===== src/rtl/counter_pkg.sv =====
// Shared types and constants for the parametrised overflow counter.
package counter_pkg;

    // Behaviour at the count limits: roll over or hold.
    typedef enum logic {
        CNT_WRAP = 1'b0,
        CNT_SAT  = 1'b1
    } cnt_mode_e;

    // Default counter width, matching the original 8-bit counter.
    localparam int unsigned CNT_DEFAULT_WIDTH = 32'd8;

endpackage : counter_pkg


===== src/rtl/cnt_flag_reg.sv =====
// Sticky status bit: set latches it, clr drops it, set wins a simultaneous clr.
module cnt_flag_reg (
    input  logic clk,
    input  logic reset,
    input  logic set,
    input  logic clr,
    output logic flag
);

    logic flag_r;

    // Sticky bit register; asynchronous active-low reset, set has priority over clear.
    always_ff @(posedge clk or negedge reset) begin
        if (!reset) begin
            flag_r <= 1'b0;
        end else if (set) begin
            flag_r <= 1'b1;
        end else if (clr) begin
            flag_r <= 1'b0;
        end else begin
            flag_r <= flag_r;
        end
    end

    assign flag = flag_r;

endmodule : cnt_flag_reg


===== src/rtl/counter_ovf_param.sv =====
// Parametrised up/down counter with registered overflow/underflow pulses,
// wrap or saturate behaviour at the limits, synchronous load with clamping
// and a combinational terminal-count output.
// Optional feature: define OVF_STICKY_EN to build the sticky ovf/unf flag
// registers (cleared by clr_flags); otherwise the sticky outputs read 0.
module counter_ovf_param
    import counter_pkg::*;
#(
    parameter int unsigned      WIDTH   = CNT_DEFAULT_WIDTH,
    parameter logic [WIDTH-1:0] MAX_VAL = {WIDTH{1'b1}},
    parameter cnt_mode_e        MODE    = CNT_WRAP
) (
    input  logic             clk,
    input  logic             reset,
    input  logic             en,
    input  logic             up_dn,
    input  logic             load,
    input  logic [WIDTH-1:0] load_val,
    input  logic             clr_flags,
    output logic [WIDTH-1:0] count,
    output logic             tc,
    output logic             ovf,
    output logic             unf,
    output logic             ovf_sticky,
    output logic             unf_sticky
);

    localparam logic [WIDTH-1:0] CNT_ZERO = {WIDTH{1'b0}};
    localparam logic [WIDTH-1:0] CNT_ONE  = WIDTH'(1);

    logic [WIDTH-1:0] count_r;
    logic [WIDTH-1:0] count_next_s;
    logic             ovf_r;
    logic             unf_r;
    logic             ovf_next_s;
    logic             unf_next_s;

    // Next count and limit-crossing pulses; priority is load, then enable, then hold.
    always_comb begin
        count_next_s = count_r;
        ovf_next_s   = 1'b0;
        unf_next_s   = 1'b0;
        if (load) begin
            // Out-of-range load values clamp silently to the terminal value.
            if (load_val > MAX_VAL) begin
                count_next_s = MAX_VAL;
            end else begin
                count_next_s = load_val;
            end
        end else if (en) begin
            if (up_dn) begin
                if (count_r == MAX_VAL) begin
                    ovf_next_s = 1'b1;
                    case (MODE)
                        CNT_WRAP: count_next_s = CNT_ZERO;
                        CNT_SAT:  count_next_s = count_r;
                        default:  count_next_s = count_r;
                    endcase
                end else begin
                    count_next_s = count_r + CNT_ONE;
                end
            end else begin
                if (count_r == CNT_ZERO) begin
                    unf_next_s = 1'b1;
                    case (MODE)
                        CNT_WRAP: count_next_s = MAX_VAL;
                        CNT_SAT:  count_next_s = count_r;
                        default:  count_next_s = count_r;
                    endcase
                end else begin
                    count_next_s = count_r - CNT_ONE;
                end
            end
        end else begin
            count_next_s = count_r;
        end
    end

    // Count and one-cycle pulse registers; asynchronous active-low reset.
    always_ff @(posedge clk or negedge reset) begin
        if (!reset) begin
            count_r <= CNT_ZERO;
            ovf_r   <= 1'b0;
            unf_r   <= 1'b0;
        end else begin
            count_r <= count_next_s;
            ovf_r   <= ovf_next_s;
            unf_r   <= unf_next_s;
        end
    end

    assign count = count_r;
    assign ovf   = ovf_r;
    assign unf   = unf_r;
    assign tc    = up_dn ? (count_r == MAX_VAL) : (count_r == CNT_ZERO);

`ifdef OVF_STICKY_EN
    // Sticky flags set on the same edge that sets the corresponding pulse.
    cnt_flag_reg u_ovf_flag (
        .clk   (clk),
        .reset (reset),
        .set   (ovf_next_s),
        .clr   (clr_flags),
        .flag  (ovf_sticky)
    );

    cnt_flag_reg u_unf_flag (
        .clk   (clk),
        .reset (reset),
        .set   (unf_next_s),
        .clr   (clr_flags),
        .flag  (unf_sticky)
    );
`else
    // Without sticky flags the clear input has no function.
    logic unused_clr_flags_s;
    assign unused_clr_flags_s = clr_flags;
    assign ovf_sticky         = 1'b0;
    assign unf_sticky         = 1'b0;
`endif

endmodule : counter_ovf_param


===== config.mk =====
export PLATFORM = sky130hd
export DESIGN_NAME = counter_ovf_param
export DESIGN_NICKNAME = d
export VERILOG_FILES = /design/src/rtl/counter_pkg.sv /design/src/rtl/cnt_flag_reg.sv /design/src/rtl/counter_ovf_param.sv
export SDC_FILE = /design/constraint.sdc
export NUM_CORES = 1
export LEC_CHECK = 0
export CAP_MARGIN = 30
export CELL_PAD_IN_SITES_DETAIL_PLACEMENT = 1
export CELL_PAD_IN_SITES_GLOBAL_PLACEMENT = 1
export CORE_ASPECT_RATIO = 0.75
export CORE_MARGIN = 8
export CORE_UTILIZATION = 32
export CTS_CLUSTER_DIAMETER = 30
export DETAILED_ROUTE_END_ITERATION = 16
export GPL_TIMING_DRIVEN = 0
export HOLD_SLACK_MARGIN = 0.03
export PLACE_DENSITY_LB_ADDON = 0.1
export RECOVER_POWER = 50
export SLEW_MARGIN = 30
export SYNTH_ARGS = -nofsm -noshare
export SYNTH_HDL_FRONTEND = slang
export SYNTH_HIERARCHICAL = 1
export SYNTH_SLANG_ARGS = --single-unit

===== constraint.sdc =====
create_clock -name clk -period 1.9 [get_ports clk]
set_clock_uncertainty 0.15 [all_clocks]
set_input_delay 0.57 -clock clk [delete_from_list [all_inputs] [get_ports clk]]
set_output_delay 0.57 -clock clk [all_outputs]
set_load 0.005 [all_outputs]

==> impl_metrics.yaml, run 1 <==
clock_tree:
  worst_setup_hold_path_clk_slew_ns: 0.08
  cts.sinks: 10
  clock_network_latency_to_the_later_pin_of_the_worst_skew_pair_ns: 0.29
  cts_htree_levels: 1
  cts-root-to-sink-buffers: 2
  tritoncts: "done"
  tritoncts.num_buffers: 3
  clock_tree.root_cell: "sky130_fd_sc_hd__clkbuf_4"
timing:
  report.final.hold_viol_count: 0
  setup_viol: 3
  grt_setup_unrepaired: "true"
  clock.fmax_mhz: 446
  slew_violations: 0
  slew_headroom: 0.660
  timing_worst_slew_pin_value_ns: 0.509
  final_critical_path_setup_slack_ns: -0.342
  finalCriticalPeriod_ns: 2.24
  finalCritPeriodShare: 1.18
die:
  placement_rows: 16
  die_x_um: 75.5
  die-area_um2: 4580
  die_height_um: 60.6
  start_util: 0.332
  core_area_um2: 2560
  floorplan.io_pins: 27
yosys:
  ys_warn_count: 6
  postSynthCellCount: 111
  synth_seq_area_share: 0.295
  synth_largest_area_cell: "sky130_fd_sc_hd__dfrtp_1"
  synth-edff-count: 0
  synth-main-ff-cell: "sky130_fd_sc_hd__dfrtp_1"
  synth_top_cells_by_area: "sky130_fd_sc_hd__dfrtp_1, sky130_fd_sc_hd__nand2_1, sky130_fd_sc_hd__nor2_1"
  number_of_register_bits_inferred_by_synthesis: 10
  async_reset_ff_frac: 1.00
  syn_area_um2: 850
  yosys.cell_types.count: 37
  synth_top_area_frac: 0.295
  syn_area_per_cell_um2: 7.65
detailed_routing:
  route.detailed.wl_per_inst_um: 19.6
  drt_pass1_iterations: 4
  routed_wirelength_um: 4010
  routed_via_density: 5.41
  routed-via-count: 1104
  final_antenna_net_count: 0
  drc: 0
  first_iter_violations: 63
finish:
  final_util: 0.587
  layout.cells.most_common: "sky130_fd_sc_hd__buf_4"
  layout.cells.most_common_list: "sky130_fd_sc_hd__buf_4, sky130_fd_sc_hd__nand2_1, sky130_fd_sc_hd__clkdlybuf4s50_1"
  register_area_um2: 254
  area_delta_synth_final_pct: 77.2
  antenna_cells: 0
  layout.filler_cells: 325
  multiInputGateArea_um2: 621
  post_route_cells_drive_above_1_share: 0.417
  nNetsFinal: 186
global_routing:
  grt_antenna_before_repair: 0
  grt_pass1_wl_um: 5640
  grt_pass1_vias: 1116
  globalRouteTotalUtil: 0.165
  grt_start_max_net_pins: 11
  overflow: 0
critical_path:
  critical-path-slowest-cell: "sky130_fd_sc_hd__dfrtp_1"
  critPathMaxFanout: 2
  startpoint: "count[2]"
  timing.critical_path.arrival_ns: 1.52
  worst_ep_required_time_ns: 1.18
  end_kind: "output port"
  worstSetupPathType: "reg -> out"
  worst-path-buf-inv: 3
  critical_path.startpoint_type: "flip-flop"
  crit-reg2reg-launch: "count[2]"
  worst_path_dominant_cell_family: "simple AND/OR/NAND/NOR gates"
  cpMostUsedCell: "sky130_fd_sc_hd__buf_6"
  timing.critical_path.cells: "buf_6, nor3_4, nand4_1, buf_4, nand2_2, buf_6"
  slowest_delay_ns: 0.40
  regToRegSetupSlack_ns: -0.14
pwr:
  vdd_ir_drop_max_uv: 479
  cellPowerDensity_nw_per_um2: 605
  total_leakage_power_nw: 0.647
run_status:
  status: "finished, violations left"
  violations: "setup timing"
placed_design:
  hpwlAfterDp_um: 2120
  place.gp.congestion: 0.898
  placement.io_buffers: 21
  placement.setup.worst_slack_ns: -0.699
run:
  drv_cap: 0
min_path:
  min_path_type: "in -> async"
## sequential cells by signal (all words and copies together), names as in the netlist
| register | cells |
|---|---|
| count | 8 |
| unf | 1 |
| ovf | 1 |
## cells by family after synthesis
family | after synthesis | share of synthesized area
multiplexers | 2 | 0.0236
flip-flops | 10 | 0.295
adder cells (fa/ha/maj) | 3 | 0.0442
AO/OA/AOI/OAI | 30 | 0.228
XOR/XNOR | 2 | 0.0206
other | 1 | 0.00441
buffers and inverters | 14 | 0.0898
AND/OR/NAND/NOR | 49 | 0.295
## metrics by stage
step / setup TNS [ns] / area (um^2) / hold WS, ns / cells / power (mW)
6_report: -0.515 / 1510 / 0.531 / 204 / 0.911
5_1_grt: -0.936 / 1510 / 0.571 / 204 / 0.946
4_1_cts: -0.223 / 1430 / 0.478 / 200 / 0.850
3_5_place_dp: -3.05 / 1120 / 0.542 / 169 / 0.538
3_3_place_gp: -2.87 / 1120 / 0.516 / 169 / 0.532
2_1_floorplan: -0.00845 / 862 / 0.124 / 112 / 0.424
## power breakdown
part | leakage [nW] | total, mW | internal (mW) | switching, mW
Clock | 0.0210 | 0.212 | 0.117 | 0.0946
Sequential | 0.120 | 0.257 | 0.235 | 0.0227
Combinational | 0.506 | 0.442 | 0.222 | 0.219
## repair_timing
item,in CTS,in global routing
endpoints found under the setup margin,12,9
pin swaps,10,6
hold buffers,0,0
setup buffers,31,5
gates resized for setup,40,15
## path summary, 6_finish.rpt
| kind | to | depth (start not counted) |
|---|---|---|
| min | ovf | 1 |
| min reg2reg | count[7] | 3 |
| max in group asynchronous | count[1] | 1 |
| max reg2reg | count[3] | 8 |
| max | tc | 6 |
| min in group clk | count[7] | 3 |
## worst register-to-register path, cell delays in order (launching register included)
cell and delay, ns:
sky130_fd_sc_hd__dfrtp_1 0.40, sky130_fd_sc_hd__buf_6 0.13, sky130_fd_sc_hd__buf_4 0.13, sky130_fd_sc_hd__buf_4 0.16, sky130_fd_sc_hd__nor4_1 0.29, sky130_fd_sc_hd__nand4_1 0.20
sky130_fd_sc_hd__o211ai_1 0.15, sky130_fd_sc_hd__a211oi_1 0.08, sky130_fd_sc_hd__o31ai_1 0.24
## synth_stat cells, types with 2 or more instances
master and instances:
sky130_fd_sc_hd__dfrtp_1 10, sky130_fd_sc_hd__a211oi_1 2, sky130_fd_sc_hd__nand2b_1 3, sky130_fd_sc_hd__buf_2 4, sky130_fd_sc_hd__nand4_1 4, sky130_fd_sc_hd__inv_1 3, sky130_fd_sc_hd__nor3_1 2, sky130_fd_sc_hd__o21ai_0 3
sky130_fd_sc_hd__nor2_1 15, sky130_fd_sc_hd__nor4_1 2, sky130_fd_sc_hd__o22ai_1 2, sky130_fd_sc_hd__nand3_1 2, sky130_fd_sc_hd__o21ai_1 2, sky130_fd_sc_hd__ha_1 3, sky130_fd_sc_hd__and3_1 2, sky130_fd_sc_hd__a21oi_1 6
sky130_fd_sc_hd__clkbuf_1 2, sky130_fd_sc_hd__o211ai_1 3, sky130_fd_sc_hd__xnor2_1 2, sky130_fd_sc_hd__nand2_1 15, sky130_fd_sc_hd__buf_4 3, sky130_fd_sc_hd__o31ai_1 2, sky130_fd_sc_hd__a31oi_1 4, sky130_fd_sc_hd__mux2i_1 2
## cell type report
class | instances | share of cell area
Tap cell | 36 | 0.0299
Sequential cell | 10 | 0.169
Buffer | 11 | 0.0623
Clock buffer | 4 | 0.0241
Multi-Input combinational cell | 88 | 0.412
Inverter | 3 | 0.0125
Timing Repair Buffer | 52 | 0.290
## metal layers
layer  global-route usage  routed length [um]
met1                0.185                1660
met2                0.287                2020
met3               0.0479                 264
met4               0.0681                  63
met5                    0                   0
Power figures use the tool's default switching activity.
==> run 2, diff against run 1 <==
--- a/config.mk
+++ b/config.mk
@@ -14,7 +14,6 @@
 export CTS_CLUSTER_DIAMETER = 30
 export DETAILED_ROUTE_END_ITERATION = 16
 export GPL_TIMING_DRIVEN = 0
-export HOLD_SLACK_MARGIN = 0.03
 export PLACE_DENSITY_LB_ADDON = 0.1
 export RECOVER_POWER = 50
 export SLEW_MARGIN = 30
==> results of run 2 <==
No change in the layout: final DEF, timing and power equal those of run 1.
==> run 3, diff against run 2 <==
--- a/config.mk
+++ b/config.mk
@@ -8,14 +8,14 @@
 export CAP_MARGIN = 30
 export CELL_PAD_IN_SITES_DETAIL_PLACEMENT = 1
 export CELL_PAD_IN_SITES_GLOBAL_PLACEMENT = 1
-export CORE_ASPECT_RATIO = 0.75
-export CORE_MARGIN = 8
+export CORE_MARGIN = 2
 export CORE_UTILIZATION = 32
 export CTS_CLUSTER_DIAMETER = 30
 export DETAILED_ROUTE_END_ITERATION = 16
 export GPL_TIMING_DRIVEN = 0
 export PLACE_DENSITY_LB_ADDON = 0.1
 export RECOVER_POWER = 50
+export SKIP_LAST_GASP = 1
 export SLEW_MARGIN = 30
 export SYNTH_ARGS = -nofsm -noshare
 export SYNTH_HDL_FRONTEND = slang
==> impl_metrics.yaml, run 3 (same netlist as run 1, synthesis figures left out) <==
run_status:
  status: "finished, violations left"
  violations: "setup timing"
finish:
  antenna_cells: 0
  layout.cells.most_common: "sky130_fd_sc_hd__buf_4"
  nNetsFinal: 186
  layout.cells.most_common_list: "sky130_fd_sc_hd__buf_4, sky130_fd_sc_hd__clkdlybuf4s50_1, sky130_fd_sc_hd__nand2_1, sky130_fd_sc_hd__nor2_1, sky130_fd_sc_hd__buf_6"
  post_route_cells_drive_above_1_share: 0.405
  final_non_filler_cell_total: 198
  area_delta_synth_final_pct: 81.9
  layout.filler_cells: 298
  largest_register_ff_count: 8
  final_util: 0.618
die:
  core_area_um2: 2500
  start_util: 0.340
  die_x_um: 55.5
  floorplan.io_pins: 27
  die-area_um2: 3080
  die_height_um: 55.5
  placement_rows: 18
pwr:
  power_report.internal_total_uw: 587
  cellPowerDensity_nw_per_um2: 597
  total_leakage_power_nw: 0.686
  vdd_ir_drop_max_uv: 499
  p_comb_frac: 0.504
  clock_power_share: 0.219
  total_switching_power_uw: 336
  swShare: 0.364
  pwr-share-seq: 0.276
clock_tree:
  cts_htree_levels: 1
  worst_setup_hold_path_clk_slew_ns: 0.07
  cts.sinks: 10
  clock_network_latency_to_the_later_pin_of_the_worst_skew_pair_ns: 0.28
  cts-root-to-sink-buffers: 2
  ctsHoldBuffers: 0
  clock_tree.root_cell: "sky130_fd_sc_hd__clkbuf_4"
  tritoncts: "done"
  tritoncts.num_buffers: 3
timing:
  grt_setup_unrepaired: "true"
  finalCriticalPeriod_ns: 2.20
  report.final.hold_viol_count: 0
  finalCritPeriodShare: 1.16
  slew_headroom: 0.643
  clock.fmax_mhz: 455
  slew_violations: 0
  final_critical_path_setup_slack_ns: -0.296
  setup_viol: 4
  timing_worst_slew_pin_value_ns: 0.534
placed_design:
  place.gp.congestion: 0.880
  place.detailed.instances: 163
  placement.setup.worst_slack_ns: -0.694
  placement.io_buffers: 21
  hpwlAfterDp_um: 1960
detailed_routing:
  final_antenna_net_count: 0
  drc: 0
  route.detailed.wl_per_inst_um: 20.7
  routed_wirelength_um: 4090
  routed_via_density: 5.70
  first_iter_violations: 43
  drt_pass1_iterations: 4
  routed-via-count: 1129
critical_path:
  critPathMaxFanout: 7
  worstSetupPathType: "reg -> out"
  critical_path.startpoint_type: "flip-flop"
  end_kind: "output port"
  timing.critical_path.arrival_ns: 1.48
  worst_ep_required_time_ns: 1.18
global_routing:
  grt_antenna_before_repair: 0
  grt_pass1_vias: 1215
  globalRouteTotalUtil: 0.250
  overflow: 0
  grt_start_max_net_pins: 11
  grt_pass1_wl_um: 6000
min_path:
  min_path_type: "reg -> reg"
run:
  drv_cap: 0
==> run 3: routing by layer <==
metal / track usage / vias up / wire [um]
li1: - / 510 / -
met1: 0.278 / 551 / 1590
met2: 0.461 / 54 / 2110
met3: 0.0679 / 14 / 261
met4: 0.0732 / 0 / 131
met5: 0 / - / 0
==> run 3: worst paths after layout <==
check | end | slack [ns] | cells after the start | startpoint
min in group asynchronous | ovf | 0.56 | 1 | reset
setup / recovery | tc | -0.30 | 6 | count[3]
hold / removal | count[7] | 0.53 | 3 | count[6]
max in group asynchronous | count[1] | 0.66 | 1 | reset
setup reg to reg | count[7] | -0.06 | 7 | count[3]
hold reg to reg | count[7] | 0.53 | 3 | count[6]
==> run 3: final cells by class <==
| type | count | area, um^2 | share of cell area |
|---|---|---|---|
| Buffer | 11 | 91.3 | 0.0591 |
| Clock buffer | 4 | 36.3 | 0.0235 |
| Inverter | 3 | 16.3 | 0.0105 |
| Multi-Input combinational cell | 88 | 631 | 0.408 |
| Sequential cell | 10 | 253 | 0.164 |
| Tap cell | 30 | 37.5 | 0.0243 |
| Timing Repair Buffer | 52 | 480 | 0.311 |
==> run 3: timing repair <==
action                                  4_1_cts  5_1_grt
hold endpoints to repair                      0        0
pin swaps                                    12       15
buffers inserted                             35       11
endpoints found under the setup margin       11       12
resized for setup                            32       23
==> run 3: per-stage QoR <==
| stage | total power, mW | setup TNS (ns) | hold slack, ns | instance area [um^2] |
|---|---|---|---|---|
| after floorplan | 0.424 | -0.00845 | 0.124 | 862 |
| after global placement | 0.529 | -2.72 | 0.515 | 1110 |
| after detailed placement | 0.536 | -2.90 | 0.541 | 1110 |
| after CTS | 0.845 | -0.628 | 0.498 | 1420 |
| after global routing | 0.971 | -0.808 | 0.563 | 1550 |
| final | 0.923 | -0.372 | 0.529 | 1550 |
==> run 3: power by group through the flow <==
stage	sequential, mW	combinational, mW	clock, mW
floorplan	0.259	0.166	0
global placement	0.262	0.267	0
detailed placement	0.263	0.273	0
CTS	0.251	0.388	0.206
global route	0.257	0.495	0.219
finish	0.255	0.466	0.203
==> run 3: worst max-delay path: stages (launching register included) <==
cell	delay (ns)
sky130_fd_sc_hd__dfrtp_1	0.40
sky130_fd_sc_hd__buf_6	0.15
sky130_fd_sc_hd__nor3_4	0.18
sky130_fd_sc_hd__nand4_1	0.15
sky130_fd_sc_hd__buf_4	0.18
sky130_fd_sc_hd__nand2_4	0.05
sky130_fd_sc_hd__buf_6	0.09
